## config.mk

```make
export PLATFORM = sky130hd
export DESIGN_NAME = rename_queue
export DESIGN_NICKNAME = d
export VERILOG_FILES = /design/src/rtl/rename_queue_pkg.sv /design/src/rtl/rename_queue_ctrl.sv /design/src/rtl/rename_queue.sv
export SDC_FILE = /design/constraint.sdc
export NUM_CORES = 1
export LEC_CHECK = 0
export BUFFER_PORTS_ARGS = -buffer_cell sky130_fd_sc_hd__buf_2
export CAP_MARGIN = 40
export CORE_MARGIN = 10
export CORE_UTILIZATION = 50
export CTS_BUF_LIST = sky130_fd_sc_hd__clkbuf_16
export DETAILED_ROUTE_END_ITERATION = 6
export HOLD_SLACK_MARGIN = 0.08
export PLACE_DENSITY = 0.73
export RECOVER_POWER = 50
export SLEW_MARGIN = 30
export SYNTH_ARGS = -nofsm -noshare
export SYNTH_HDL_FRONTEND = slang
export SYNTH_SLANG_ARGS = --single-unit
export TNS_END_PERCENT = 50
```

## constraint.sdc

```tcl
create_clock -name clock -period 2.1 [get_ports clock]
set_input_delay 0.105 -clock clock [delete_from_list [all_inputs] [get_ports clock]]
set_output_delay 0.105 -clock clock [all_outputs]
set_load 0.005 [all_outputs]
```

## src/rtl/rename_queue_pkg.sv

```systemverilog
// Shared types for the decode -> rename queue: micro-op layout, bundle
// width and default queue depth. RENAME_QUEUE_BYPASS_EN, consumed by the
// queue files, enables the zero-latency empty-queue bypass.
`ifndef RENAME_WIDTH
`define RENAME_WIDTH 2
`endif
`ifndef RENAME_QUEUE_DEPTH
`define RENAME_QUEUE_DEPTH 4
`endif

package rename_queue_pkg;

  localparam int RENAME_WIDTH       = `RENAME_WIDTH;
  localparam int RENAME_QUEUE_DEPTH = `RENAME_QUEUE_DEPTH;

  typedef struct packed {
    logic       valid;
    logic [6:0] opcode;
    logic [4:0] rd;
    logic [4:0] rs1;
    logic [4:0] rs2;
  } micro_op_t;

  typedef micro_op_t [RENAME_WIDTH-1:0] bundle_t;

  // A bundle whose slots are all invalid is a decode bubble and is never stored.
  function automatic logic bundle_nonempty(input bundle_t b);
    logic any;
    any = 1'b0;
    for (int i = 0; i < RENAME_WIDTH; i++) any |= b[i].valid;
    return any;
  endfunction

endpackage

```

## src/rtl/rename_queue_ctrl.sv

```systemverilog
// Pointer, occupancy and handshake control for rename_queue.
// Optional feature macro: RENAME_QUEUE_BYPASS_EN (empty-queue bypass).
module rename_queue_ctrl
  import rename_queue_pkg::*;
#(
  parameter  int DEPTH = RENAME_QUEUE_DEPTH,
  localparam int PTR_W = $clog2(DEPTH)
) (
  input  logic             clock,
  input  logic             reset_n,
  input  logic             flush,
  input  logic             in_valid,
  input  logic             in_nonempty,
  output logic             in_ready,
  output logic             out_valid,
  input  logic             out_ready,
  output logic             wr_en,
  output logic [PTR_W-1:0] head,
  output logic [PTR_W-1:0] tail,
`ifdef RENAME_QUEUE_BYPASS_EN
  output logic             bypass,
`endif
  output logic [PTR_W:0]   count
);

  localparam logic [PTR_W:0] FULL_CNT = (PTR_W+1)'(DEPTH);

  logic [PTR_W-1:0] head_q, tail_q;
  logic [PTR_W:0]   count_q, count_d;
  logic             empty, full, enq_hs, deq_hs, rd_en, byp_take;

  assign empty = (count_q == '0);
  assign full  = (count_q == FULL_CNT);

  // Input/output handshakes; flush blocks both sides for the cycle.
  always_comb begin
    in_ready  = reset_n & ~full & ~flush;
    out_valid = ~empty & ~flush;
    byp_take  = 1'b0;
`ifdef RENAME_QUEUE_BYPASS_EN
    bypass    = empty & ~flush & reset_n & in_valid & in_nonempty;
    out_valid = out_valid | bypass;
    byp_take  = bypass & out_ready;
`endif
    enq_hs = in_valid & in_ready;
    deq_hs = out_valid & out_ready;
    // A bypassed bundle consumed this cycle never touches storage.
    wr_en  = enq_hs & in_nonempty & ~byp_take;
    rd_en  = deq_hs & ~byp_take;
  end

  // Occupancy update from the write/read pair.
  always_comb begin
    count_d = count_q;
    case ({wr_en, rd_en})
      2'b10:   count_d = count_q + (PTR_W+1)'(1);
      2'b01:   count_d = count_q - (PTR_W+1)'(1);
      default: count_d = count_q;
    endcase
  end

  // Pointer and count registers; flush returns the queue to its reset shape.
  always_ff @(posedge clock or negedge reset_n) begin
    if (!reset_n) begin
      head_q  <= '0;
      tail_q  <= '0;
      count_q <= '0;
    end else if (flush) begin
      head_q  <= '0;
      tail_q  <= '0;
      count_q <= '0;
    end else begin
      if (wr_en) tail_q <= tail_q + PTR_W'(1);
      if (rd_en) head_q <= head_q + PTR_W'(1);
      count_q <= count_d;
    end
  end

`ifndef SYNTHESIS
  // Occupancy must stay within 0..DEPTH.
  always_ff @(posedge clock) begin
    if (reset_n && !flush) begin
      assert (!(rd_en && empty)) else $error("rename_queue underflow");
      assert (!(wr_en && !rd_en && full)) else $error("rename_queue overflow");
      assert (count_q <= FULL_CNT) else $error("rename_queue count out of range");
    end
  end
`endif

  assign head  = head_q;
  assign tail  = tail_q;
  assign count = count_q;

endmodule

```

## src/rtl/rename_queue.sv

```systemverilog
// Decoupling FIFO between decode and rename: circular bundle storage plus
// output mux; pointer/handshake control lives in rename_queue_ctrl.
// Optional feature macro: RENAME_QUEUE_BYPASS_EN (empty-queue bypass).
module rename_queue
  import rename_queue_pkg::*;
#(
  parameter  int DEPTH = RENAME_QUEUE_DEPTH,
  localparam int PTR_W = $clog2(DEPTH)
) (
  input  logic           clock,
  input  logic           reset_n,
  input  logic           flush,
  input  logic           in_valid,
  output logic           in_ready,
  input  bundle_t        uop_in,
  output logic           out_valid,
  input  logic           out_ready,
  output bundle_t        uop_out,
  output logic [PTR_W:0] count
);

  bundle_t          mem [DEPTH];
  logic [PTR_W-1:0] head, tail;
  logic             wr_en, in_nonempty;
`ifdef RENAME_QUEUE_BYPASS_EN
  logic             bypass;
`endif

  assign in_nonempty = bundle_nonempty(uop_in);

  rename_queue_ctrl #(.DEPTH(DEPTH)) u_ctrl (
    .clock       (clock),
    .reset_n     (reset_n),
    .flush       (flush),
    .in_valid    (in_valid),
    .in_nonempty (in_nonempty),
    .in_ready    (in_ready),
    .out_valid   (out_valid),
    .out_ready   (out_ready),
    .wr_en       (wr_en),
    .head        (head),
    .tail        (tail),
`ifdef RENAME_QUEUE_BYPASS_EN
    .bypass      (bypass),
`endif
    .count       (count)
  );

  // Bundle storage; cleared on reset so the idle output reads as all-zero.
  always_ff @(posedge clock or negedge reset_n) begin
    if (!reset_n) begin
      for (int i = 0; i < DEPTH; i++) mem[i] <= '0;
    end else if (wr_en) begin
      mem[tail] <= uop_in;
    end
  end

  // Oldest bundle to rename, or the incoming bundle when bypassing an empty queue.
  always_comb begin
    uop_out = mem[head];
`ifdef RENAME_QUEUE_BYPASS_EN
    if (bypass) uop_out = uop_in;
`endif
  end

endmodule

```

[Word level (Yosys, flattened, before mapping)]
Index checks and enable logic that the tools add are counted.
Storage, ports and cells
  output and inout bits: 51
  register bits: 191
  input port bits: 51
Cells by class
  add/sub/neg operators: 4
  bitwise operators: 12
  muxes and demuxes: 12
  reductions and logical operators: 5
  equality and inequality tests: 3
  order comparisons: 3
Operators with widths (count)
  $bwmux W184: 1
  $mux W46: 3
  $bmux W46 S2: 1
  $demux W46 S2: 1
  $mux W2: 4
  $and A1 B1 Y1: 6
  $ge A3 B3 Y1 const B: 2
  $not A2 Y3: 2
  $pmux W3 S2: 1
  $add A2 B1 Y2 const B: 2
  $reduce_bool A2 Y1: 2
  $add A3 B1 Y3 const B: 1
  $eq A3 B3 Y1 const B: 1
  $logic_not A3 Y1: 1
  $lt A3 B1 Y1 const B: 1
  $mux W3: 1
  $not A1 Y1: 3
  $reduce_bool A3 Y1: 1
  $sub A3 B1 Y3 const B: 1
  $eq A2 B1 Y1 const B: 1
  $eq A2 B2 Y1 const B: 1
  $logic_and A1 B1 Y1: 1
  $or A1 B1 Y1: 1

[Longest topological paths before layout]
Gate-level depths: netlist (run 1).
  depth in word-level cells: 9
  gate-level depth with buffers: 8
  gate-level depth less buffers: 7

[Cells and area by module]
Synthesis (run 1) repeated with hierarchy kept, for this count alone.
Unflattened totals
  cells, all modules: 492
  area total of the unflattened synthesis: 9018.6 sq um
By module, submodules not included
  rename_queue: instances 1, area an instance 8550.7 sq um, cells an instance 448
  rename_queue_ctrl: instances 1, area an instance 467.9 sq um, cells an instance 44

[Least setup slack after synthesis (run 1)]
Ideal clock, no wire load.
  path kind: flip-flop to flip-flop
  start: register u_ctrl.count_q[0], in the netlist u_ctrl.count[0]
  end: register u_ctrl.count_q[2], in the netlist u_ctrl.count[2]
  period minus slack after synthesis: 2.316 ns
  setup time: 0.082 ns
  cell stages (with the launch flop): 7
  data arrival time: 2.234 ns
  buffers on the path: 0
  path slack: -0.216 ns
  data required time: 2.018 ns
  path through: dfrtp_1 -> o31ai_1 -> nor3_1 -> fa_1 -> or3_1 -> a21o_2 -> a31oi_1
Between the ends
  longest elaborated chain between the ends: 9
  elaborated cells between the ends (all ways): 17
  those cells by class: 2 x add/sub; 3 x eq/ne; 2 x mux; 8 x bitwise; 2 x reduce/logical
RTL lines
  start: declaration: RTL line rename_queue_ctrl.sv:29  | logic [PTR_W:0] count_q, count_d;
  start signal: assignment: RTL line rename_queue_ctrl.sv:75  | count_q <= count_d;
  $eq A3 B3 Y1: RTL line rename_queue_ctrl.sv:33  | assign full = (count_q == FULL_CNT);
  $not A1 Y1: RTL line rename_queue_ctrl.sv:37  | in_ready = reset_n & ~full & ~flush;
  $and A1 B1 Y1 (2 in series): RTL line rename_queue_ctrl.sv:37
  $and A1 B1 Y1: RTL line rename_queue_ctrl.sv:45  | enq_hs = in_valid & in_ready;
  $and A1 B1 Y1: RTL line rename_queue_ctrl.sv:48  | wr_en = enq_hs & in_nonempty & ~byp_take;
  $eq A2 B1 Y1 / $eq A2 B2 Y1 (equally long branches): RTL line rename_queue_ctrl.sv:55  | case ({wr_en, rd_en})
  $pmux W3 S2: RTL line rename_queue_ctrl.sv:55
  $mux W3: RTL line rename_queue_ctrl.sv:68  | end else if (flush) begin
Parallel ways exist; a longest one is shown, timed or not.
A chain may end at the register's enable or synchronous reset.

[Worst setup path in the final report (run 1)]
  start: register u_ctrl.count_q[2], in the netlist u_ctrl.count[2]
  end: register u_ctrl.count_q[2], in the netlist u_ctrl.count[2]
Same word-level chain as after synthesis.

==> run metrics, run 1 <==
outcome finished clean; commonest non-fill, non-tap cells in the layout dfrtp_1 (186), mux2_2 (144), buf_2 (96); Leak Pwr 4.89 nW; Psw 0.00218 W; Cell Area, Synth 8650 um^2; Int Pwr 0.00672 W; DRT iter0 DRCs 307; multiplexer share of the synthesized area 37.9%; die area 23000 um^2; Crit. End Element flop; Inst Count DP 812; number of flops mapped to enable cells by yosys 0; hold violation total from the final report 0; clock sink count 191; initial antenna violation count 0; first-pass GRT wire length 30.5 mm; Max clock buf depth 2; cell family with most CP delay compound AO/OA/AOI/OAI gates; via count 4903; Primary FF master, synth dfrtp_1; worst ir drop on vdd 0.579 mV; worst hold stages 4; Post-Synth Adder-Cell Area 0.810%; post-synthesis simple-gate area fraction 1.01%; Final #Nets 715; combinational share of power 18.5%; worst hold slack 0.169 ns; Final period util 97.5%; TritonCTS buffer count 17; CP startpoint kind flop; Starting Density 50.5%; Worst Skew 0.00788 ns; clock latency on the worst-skew pair 0.43 ns; Clock power frac 33.0%; Netlist cell types 32; endpoints failing setup 0; RSZ-0062 raised after global routing true; register area share after synthesis 55.3%; Overall Global Routing Usage 17.3%; sequential power share 48.5%; crit-path cells a211oi_4, nor3_2, fa_2, or3_1, a21o_2, a31oi_2; Synth area leaders dfrtp_1 (55%), mux2_2 (19%), mux4_2 (12%), mux2_4 (6.9%), buf_4 (1.3%); Worst Path Arrival 2.38 ns; site row count 48; CP max-delay cell dfrtp_2; multi-input combinational cell area 3620 um^2; worst r2r path cells 6; final WL 18.8 mm; DRT antenna net count 0; Yosys warnings 0; Hold WC Path Type input pin to flop; vias in the first global route 5640; # DRC 0; final setup margin 0.0533 ns; crit-path max FO 7; CTS Root Buffer Type clkbuf_16; hpwl dp 11.9 mm; commonest non-fill, non-tap cell in the layout dfrtp_1; crit path time final 2.05 ns; Async SR Flop Fraction 100%; Mapped Nets 556; area fraction of the dominant cell type after synthesis 55.3%; Post-Synthesis Cells 500; Initial DRT Pass Iterations 4; switching share of power 24.5%; slew at the pin with the worst max-slew slack 0.750 ns; CTS tree built; Fmax 0.489 GHz; Die X 151 um; xor/xnor share of the synthesized area 0.608%; Syn Area/Cell 17.3 um^2; vias per cell 5.47; Final Max Slew Viols 0; Synth Register Bits 191; Die H 151 um; Critical Path RT 2.44 ns; synthesis-to-finish area growth 22.4%; drt wl/cell 20.9 um; flop-to-flop setup slack 0.05 ns; CP Class flop to flop; # diodes 0; Util after Layout 61.8%; total power 0.00890 W; largest net degree at the start of global routing 135; CP peak stage delay 0.48 ns; Placeable Area 17100 um^2; dpl ws 0.0568 ns; Buffers & Inverters on Critical Path 0; sequential cell area 4790 um^2; relative max-transition margin 50.0%; RePlAce Congestion 0.797; share of post-route cells with drive strength above 1 59.2%; # H-tree levels 4; Clock Pin Slew Worst Setup and Hold Paths 0.07 ns; Levels on crit path 6; largest family of logic cells by synthesized area multiplexers; total I/O pin count 102; Pwr Density 841 nW/um^2; fill count 1279; Compound-Gate Fraction of Synth Area 0.984%; maxcap violations 0; final non-filler cell total 897; port bufs 101; total gr overflow 0; top cell type by total area after synthesis dfrtp_1
-- worst register-to-register path, cell delays in order (launching register included) --
cell      delay, ns
dfrtp_2        0.48
a211oi_4       0.28
nor3_2         0.09
fa_2           0.39
or3_1          0.38
a21o_2         0.20
a31oi_2        0.13
-- cell type report --
class	count	area share (%)
clock buffers	17	4.02
clock inverters	15	0.993
inverters	6	0.213
multi-input cells	271	34.2
flip-flops and latches	191	45.2
well taps	225	2.66
repair buffers	172	12.7
-- logic make-up after synthesis --
| family | Yosys count |
|---|---|
| and+or+nand+nor | 16 |
| buffers and inverters | 38 |
| muxes | 232 |
| xor gates and xnor gates | 6 |
| AOI/OAI and AO/OA | 12 |
| adders and majority gates | 5 |
| DFF | 191 |
-- synth_stat cells, drive strengths merged, types with 2 or more instances --
cell	number
xnor2	5
nor2	7
clkbuf	6
mux4	46
a21oi	3
buf	26
o31ai	2
dfrtp	191
inv	6
nand2b	2
and2	4
mux2i	2
ha	4
o21ai	2
mux2	184
-- power by group through the flow --
| stage | Combinational [W] | Clock (W) | Sequential [W] |
|---|---|---|---|
| 2_1_floorplan | 0.000957 | 0 | 0.00429 |
| 3_3_place_gp | 0.00150 | 0 | 0.00434 |
| 3_5_place_dp | 0.00155 | 0 | 0.00438 |
| 4_1_cts | 0.00164 | 0.00304 | 0.00432 |
| 5_1_grt | 0.00179 | 0.00321 | 0.00437 |
| 6_report | 0.00165 | 0.00294 | 0.00432 |
-- metal layers --
metal	wire length, um	track usage [%]	vias to the layer above
met5	0	0	-
met4	228	5.24	0
met2	9750	28.5	86
li1	-	-	2169
met3	743	4.46	17
met1	8060	22.2	2631
-- metrics by stage --
| step | TNS [ns] | area (um^2) |
|---|---|---|
| global placement | 0 | 9490 |
| finish | 0 | 10600 |
| global route | -0.0246 | 10600 |
| detailed placement | 0 | 9490 |
| CTS | 0 | 10500 |
| floorplan | 0 | 8680 |
-- sequential cells by signal, indices dropped and copies added (netlist names) --
register and cells:
u_ctrl.count 3, u_ctrl.tail 2, mem 184, u_ctrl.head 2
-- timing repair --
| item | 4_1_cts | 5_1_grt |
|---|---|---|
| setup endpoints to repair | 0 | 75 |
| hold buffers | 48 | 0 |
| hold endpoints to repair | 324 | 0 |
| setup buffers | 0 | 5 |
| gates resized for setup | 0 | 7 |
-- final timing paths --
check / endpoint / startpoint
max: u_ctrl.count[2]$_DFFE_PN0P_ / u_ctrl.count[2]$_DFFE_PN0P_
min reg2reg: mem[24]$_DFFE_PN0P_ / mem[24]$_DFFE_PN0P_
max reg2reg: u_ctrl.count[2]$_DFFE_PN0P_ / u_ctrl.count[2]$_DFFE_PN0P_
min: u_ctrl.count[0]$_DFFE_PN0P_ / out_ready
min in group asynchronous: mem[131]$_DFFE_PN0P_ / reset_n
max in group asynchronous: u_ctrl.head[0]$_DFFE_PN0P_ / reset_n
No activity file was read; power rests on OpenSTA's default activity.
==> run 2: changes to the inputs <==
- ABC_AREA: default -> 1
==> run 2 against run 1 <==
Effect of this change:
- sequential power grew 7.2%
- clock-buffer cell count is the same
- clock skew is essentially flat
- via count grew 67%
- fmax grew 2.1%
- synthesized area grew 4.6%
- clock power grew 14%
- global-route usage grew 3.8 points
- combinational power grew 120%
- register-to-register slack gained 0.097 ns
- highest routed layer unchanged
==> run metrics, run 2 <==
outcome finished clean; Fmax 0.499 GHz; register area share after synthesis 52.9%; Placeable Area 17900 um^2; cell family with most CP delay buffers and inverters; DRT antenna net count 0; DRT iter0 DRCs 700; maxcap violations 0; drt wl/cell 17.2 um; Leak Pwr 5.79 nW; CP max-delay cell dlygate4sd3_1; # diodes 0; die area 23900 um^2; worst r2r path cells 8; CTS Root Buffer Type clkbuf_16; port bufs 101; total power 0.0116 W; crit-path cells dlygate4sd3_1, clkbuf_8, inv_1, nor2_1, nand3_4, buf_12, nor2_1, buf_12, nand2_1, nand2_1; Overall Global Routing Usage 21.1%; top-count cell post-synth nand2_1; Max clock buf depth 2; total I/O pin count 102; CP Class input pin to flop; crit path time final 2.00 ns; Post-Synthesis Cells 1129; largest net degree at the start of global routing 127; crit-path max FO 117; Async SR Flop Fraction 100%; Worst Path Arrival 2.37 ns; Mapped Nets 1185; Worst Skew 0.00794 ns; worst reg2reg path startpoint u_ctrl.count[1]$_DFFE_PN0P_; TritonCTS buffer count 17; Final #Nets 1299; Final Max Slew Viols 0; Starting Density 50.5%; RePlAce Congestion 0.851; first-pass GRT wire length 41.5 mm; endpoints failing setup 0; hpwl dp 14.9 mm; hold_sp in_valid; clock latency on the worst-skew pair 0.42 ns; Util after Layout 60.4%; via count 8165; worst reg2reg endpoint mem[178]$_DFFE_PN0P_; vias per cell 5.50; postcts setup bufs 0; Hold WC Path Type input pin to flop; Netlist cell types 17; Buffers & Inverters on Critical Path 5; Critical Path RT 2.46 ns; Top reg by flops mem; Crit. End Element flop; RSZ-0062 raised after global routing false; Final period util 95.4%; Hold Path Sink u_ctrl.tail[1]$_DFFE_PN0P_; worst ir drop on vdd 0.762 mV; Post-synth top cells nand2_1 (390), o21ai_0 (278), dfrtp_1 (191); number of flops mapped to enable cells by yosys 0; Levels on crit path 10; # H-tree levels 4; Die X 154 um; CTS tree built; max reg flops 184; synthesis-to-finish area growth 19.6%; commonest non-fill, non-tap cells in the layout nand2_1 (390), o21ai_0 (278), dfrtp_1 (190); Initial DRT Pass Iterations 5; CP peak stage delay 0.54 ns; area fraction of the dominant cell type after synthesis 52.9%; # DRC 0; hold violation total from the final report 0; commonest non-fill, non-tap cell in the layout nand2_1; Pwr Density 1080 nW/um^2; Synth Register Bits 191; flop-to-flop setup slack 0.15 ns; total gr overflow 0; Clock Pin Slew Worst Setup and Hold Paths 0.07 ns; site row count 49; slew at the pin with the worst max-slew slack 0.682 ns; CP startpoint kind input pin; Fin Setup TNS 0 ns; vias in the first global route 8020; initial antenna violation count 0; Syn Area/Cell 8.01 um^2; clock sink count 191; Synth area leaders dfrtp_1 (53%), nand2_1 (16%), o21ai_0 (15%), nor2_1 (4.1%), o22ai_1 (3.2%); top cell type by total area after synthesis dfrtp_1; share of post-route cells with drive strength above 1 13.1%; final WL 25.5 mm; Die H 154 um; relative max-transition margin 54.5%; Primary FF master, synth dfrtp_1; worst hold stages 5; Cell Area, Synth 9040 um^2; Yosys warnings 0
## run 2: changes by cell type in the layout (fill, tap and decap cells not counted), moves of 5 or more
cell / previous run / this run
o21ai_0: 2 / 278
o22ai_1: 0 / 46
mux4_2: 46 / 0
mux2_4: 40 / 0
buf_4: 11 / 19
inv_1: 7 / 19
mux2_2: 144 / 0
inv_6: 0 / 6
clkinv_2: 5 / 0
nor2_1: 6 / 100
nand2_1: 1 / 390
buf_6: 5 / 0
xnor2_1: 5 / 0
## run 2: how the worst max path moves through the flow
stage                                      from                           to
floorplan           u_ctrl.count[0]$_DFFE_PN0P_  u_ctrl.count[2]$_DFFE_PN0P_
global placement    u_ctrl.count[1]$_DFFE_PN0P_  u_ctrl.count[2]$_DFFE_PN0P_
detailed placement  u_ctrl.count[1]$_DFFE_PN0P_  u_ctrl.count[2]$_DFFE_PN0P_
CTS                  u_ctrl.head[1]$_DFFE_PN0P_                   uop_out[9]
global route        u_ctrl.count[1]$_DFFE_PN0P_  u_ctrl.count[2]$_DFFE_PN0P_
finish                                  reset_n         mem[178]$_DFFE_PN0P_
## run 2: final cells by class
cell class	count	area, um^2
fill	1632	7090
multi-input combinational	833	3710
inverter	18	67.6
timing repair buffer	182	1360
clock buffer	17	425
sequential	191	4780
clock inverter	15	184
tap	229	287
## run 2: kinds of logic after synthesis
| family | Yosys count | share of synthesized area (%) |
|---|---|---|
| and+or+nand+nor | 498 | 21.5 |
| AOI/OAI and AO/OA | 329 | 18.8 |
| DFF | 191 | 52.9 |
| buffers and inverters | 105 | 5.90 |
| adders and majority gates | 5 | 0.775 |
| xor gates and xnor gates | 1 | 0.0969 |
## run 2: metrics by stage
stage          area (um^2)  hold WS (ns)  instances  worst slack (ns)
4_1_cts              10900         0.104       1485             0.132
6_report             10800         0.126       1485            0.0960
3_5_place_dp          9780         0.293       1404             0.170
2_1_floorplan         9040        -0.191       1129             0.221
5_1_grt              10800         0.149       1485           0.00984
3_3_place_gp          9760         0.300       1403             0.273
## run 2: timing repair
item,CTS,global route
gates resized for setup,0,1
endpoints found under the hold margin,312,0
hold buffers,49,0
setup endpoints to repair,0,1
## run 2: metal layers
layer  routed length [um]  GRT usage (%)  vias to the layer above  share of wire (%)
met3                 1720           4.69                       21                6.8
met5                    0              0                        -                  0
met2                12200           34.3                      310                 48
li1                     -              -                     3932                  -
met4                  224           4.81                        0               0.88
met1                11300           28.3                     3902                 44
## run 2: power breakdown
group / internal (W) / switching [W] / leakage, nW
clock: 0.00190 / 0.00145 / 0.302
combinational: 0.00142 / 0.00225 / 2.93
sequential: 0.00433 / 0.000305 / 2.56
## run 2: worst reg2reg max path, cell delays in order (launching register included)
cell and delay (ns):
dfrtp_1 0.43, nor2_2 0.11, nand2_1 0.11, nand3_4 0.12, buf_12 0.36, nor2_1 0.33, buf_12 0.23, nand2_1 0.10
nand2_1 0.05
==> run 3: changes to the inputs <==
- CTS_BUF_LIST: sky130_fd_sc_hd__clkbuf_16 -> default
==> run 3 against run 2 <==
Effect of this change:
- via count down 0.59%
- clock-buffer cell count increased by 2
- cell area unchanged
- global-route usage stayed put
- final cell count did not move
- clock power hardly changed
- critical path type unchanged
- critical endpoint unchanged
- highest routed layer unchanged
==> run metrics, run 3 (synthesis gave the netlist of run 2 again) <==
endpoints failing setup 0; hold violation total from the final report 0; Die H 154 um; DRT antenna net count 0; CP peak stage delay 0.54 ns; CP startpoint kind input pin; drt wl/cell 17.1 um; crit-path max FO 117; Worst Skew 0.00791 ns; Final Max Slew Viols 0; maxcap violations 0; synthesis-to-finish area growth 19.6%; worst ir drop on vdd 0.760 mV; vias per cell 5.47; Fin Setup TNS 0 ns; Critical Path RT 2.46 ns; total I/O pin count 102; Pwr Density 1080 nW/um^2; Final period util 95.3%; Clock Pin Slew Worst Setup and Hold Paths 0.07 ns; clock latency on the worst-skew pair 0.42 ns; Buffers & Inverters on Critical Path 5; Fmax 0.500 GHz; DRT iter0 DRCs 714; commonest non-fill, non-tap cell in the layout nand2_1; outcome finished clean; TritonCTS buffer count 17; Hold WC Path Type input pin to flop; Starting Density 50.5%; Top reg by flops mem; total gr overflow 0; # diodes 0; relative max-transition margin 54.8%; crit path time final 2.00 ns; worst r2r path cells 8; RSZ-0062 raised after global routing false; port bufs 101; first-pass GRT wire length 41.5 mm; # DRC 0; worst hold stages 5; Placeable Area 17900 um^2; initial antenna violation count 0; Die X 154 um; die area 23900 um^2; postcts setup bufs 0; via count 8117; Final #Nets 1299; # H-tree levels 4; largest net degree at the start of global routing 127; Initial DRT Pass Iterations 6; CP Class input pin to flop; CTS Root Buffer Type clkbuf_16; slew at the pin with the worst max-slew slack 0.679 ns; Crit. End Element flop; hpwl dp 14.9 mm; Overall Global Routing Usage 21.1%; Leak Pwr 5.78 nW; max reg flops 184; cell family with most CP delay buffers and inverters; site row count 49; Worst Path Arrival 2.36 ns; commonest non-fill, non-tap cells in the layout nand2_1 (390), o21ai_0 (278), dfrtp_1 (190); Max clock buf depth 2; CP max-delay cell dlygate4sd3_1; Levels on crit path 10; Layout Cell Area excl Fill 10800 um^2; RePlAce Congestion 0.851; crit-path cells dlygate4sd3_1, clkbuf_8, inv_1, nor2_1, nand3_4, buf_12, nor2_1, buf_12, nand2_1, nand2_1; Placed Area 9780 um^2; final WL 25.5 mm; share of post-route cells with drive strength above 1 13.1%; clock sink count 191; CTS tree built; vias in the first global route 8020
## run 3: cell types whose count changed in the layout (fill, tap and decap cells not counted)
| cell | before | now |
|---|---|---|
| inv_1 | 19 | 17 |
| clkbuf_1 | 4 | 6 |
## run 3: path summary, 6_finish.rpt
check | startpoint | to | slack (ns)
min reg2reg | mem[83]$_DFFE_PN0P_ | mem[83]$_DFFE_PN0P_ | 0.49
max reg2reg | u_ctrl.count[1]$_DFFE_PN0P_ | mem[143]$_DFFE_PN0P_ | 0.15
min | in_valid | u_ctrl.tail[1]$_DFFE_PN0P_ | 0.13
max in group asynchronous | reset_n | mem[107]$_DFFE_PN0P_ | 0.55
min in group asynchronous | reset_n | mem[128]$_DFFE_PN0P_ | 0.36
max | reset_n | mem[178]$_DFFE_PN0P_ | 0.1
## run 3: timing repair
item | CTS | global route
gates resized for setup | 0 | 1
hold buffers | 49 | 0
endpoints found under the setup margin | 0 | 1
endpoints found under the hold margin | 312 | 0
## run 3: where the power goes
part / leakage, nW / internal [W] / switching, W
clock network: 0.294 / 0.00191 / 0.00145
logic: 2.93 / 0.00142 / 0.00225
registers: 2.56 / 0.00433 / 0.000304
total: 5.78 / 0.00765 / 0.00400
## run 3: worst reg2reg max path: cells and delay by family, from the launching register on
kind / cells / cell delay, ns
flops: 1 / 0.43
buf+inv: 2 / 0.60
simple gates: 6 / 0.80
## run 3: final cells by class
class	instances	area, um^2
clock inverter	13	176
sequential	191	4780
multi-input combinational	833	3710
inverter	18	67.6
clock buffer	19	433
tap	229	287
fill	1632	7090
timing repair buffer	182	1360
## run 3: per-stage QoR
step	setup WS (ns)	power, W	util, %	std cells	hold WS, ns
finish	0.0988	0.0117	60.4	1485	0.128
global route	0.00984	0.0124	60.4	1485	0.149
CTS	0.132	0.0117	60.7	1485	0.104
detailed placement	0.170	0.00833	54.6	1404	0.293
global placement	0.273	0.00824	54.5	1403	0.300
floorplan	0.221	0.00671	-	1129	-0.191
## run 3: metal layers
metal | GRT usage (%) | routed length [um] | share of wire, % | vias to the layer above
li1 | - | - | - | 3932
met1 | 28.3 | 11400 | 45 | 3875
met2 | 34.3 | 12200 | 48 | 296
met3 | 4.69 | 1680 | 6.6 | 14
met4 | 4.81 | 171 | 0.67 | 0
met5 | 0 | 0 | 0 | -
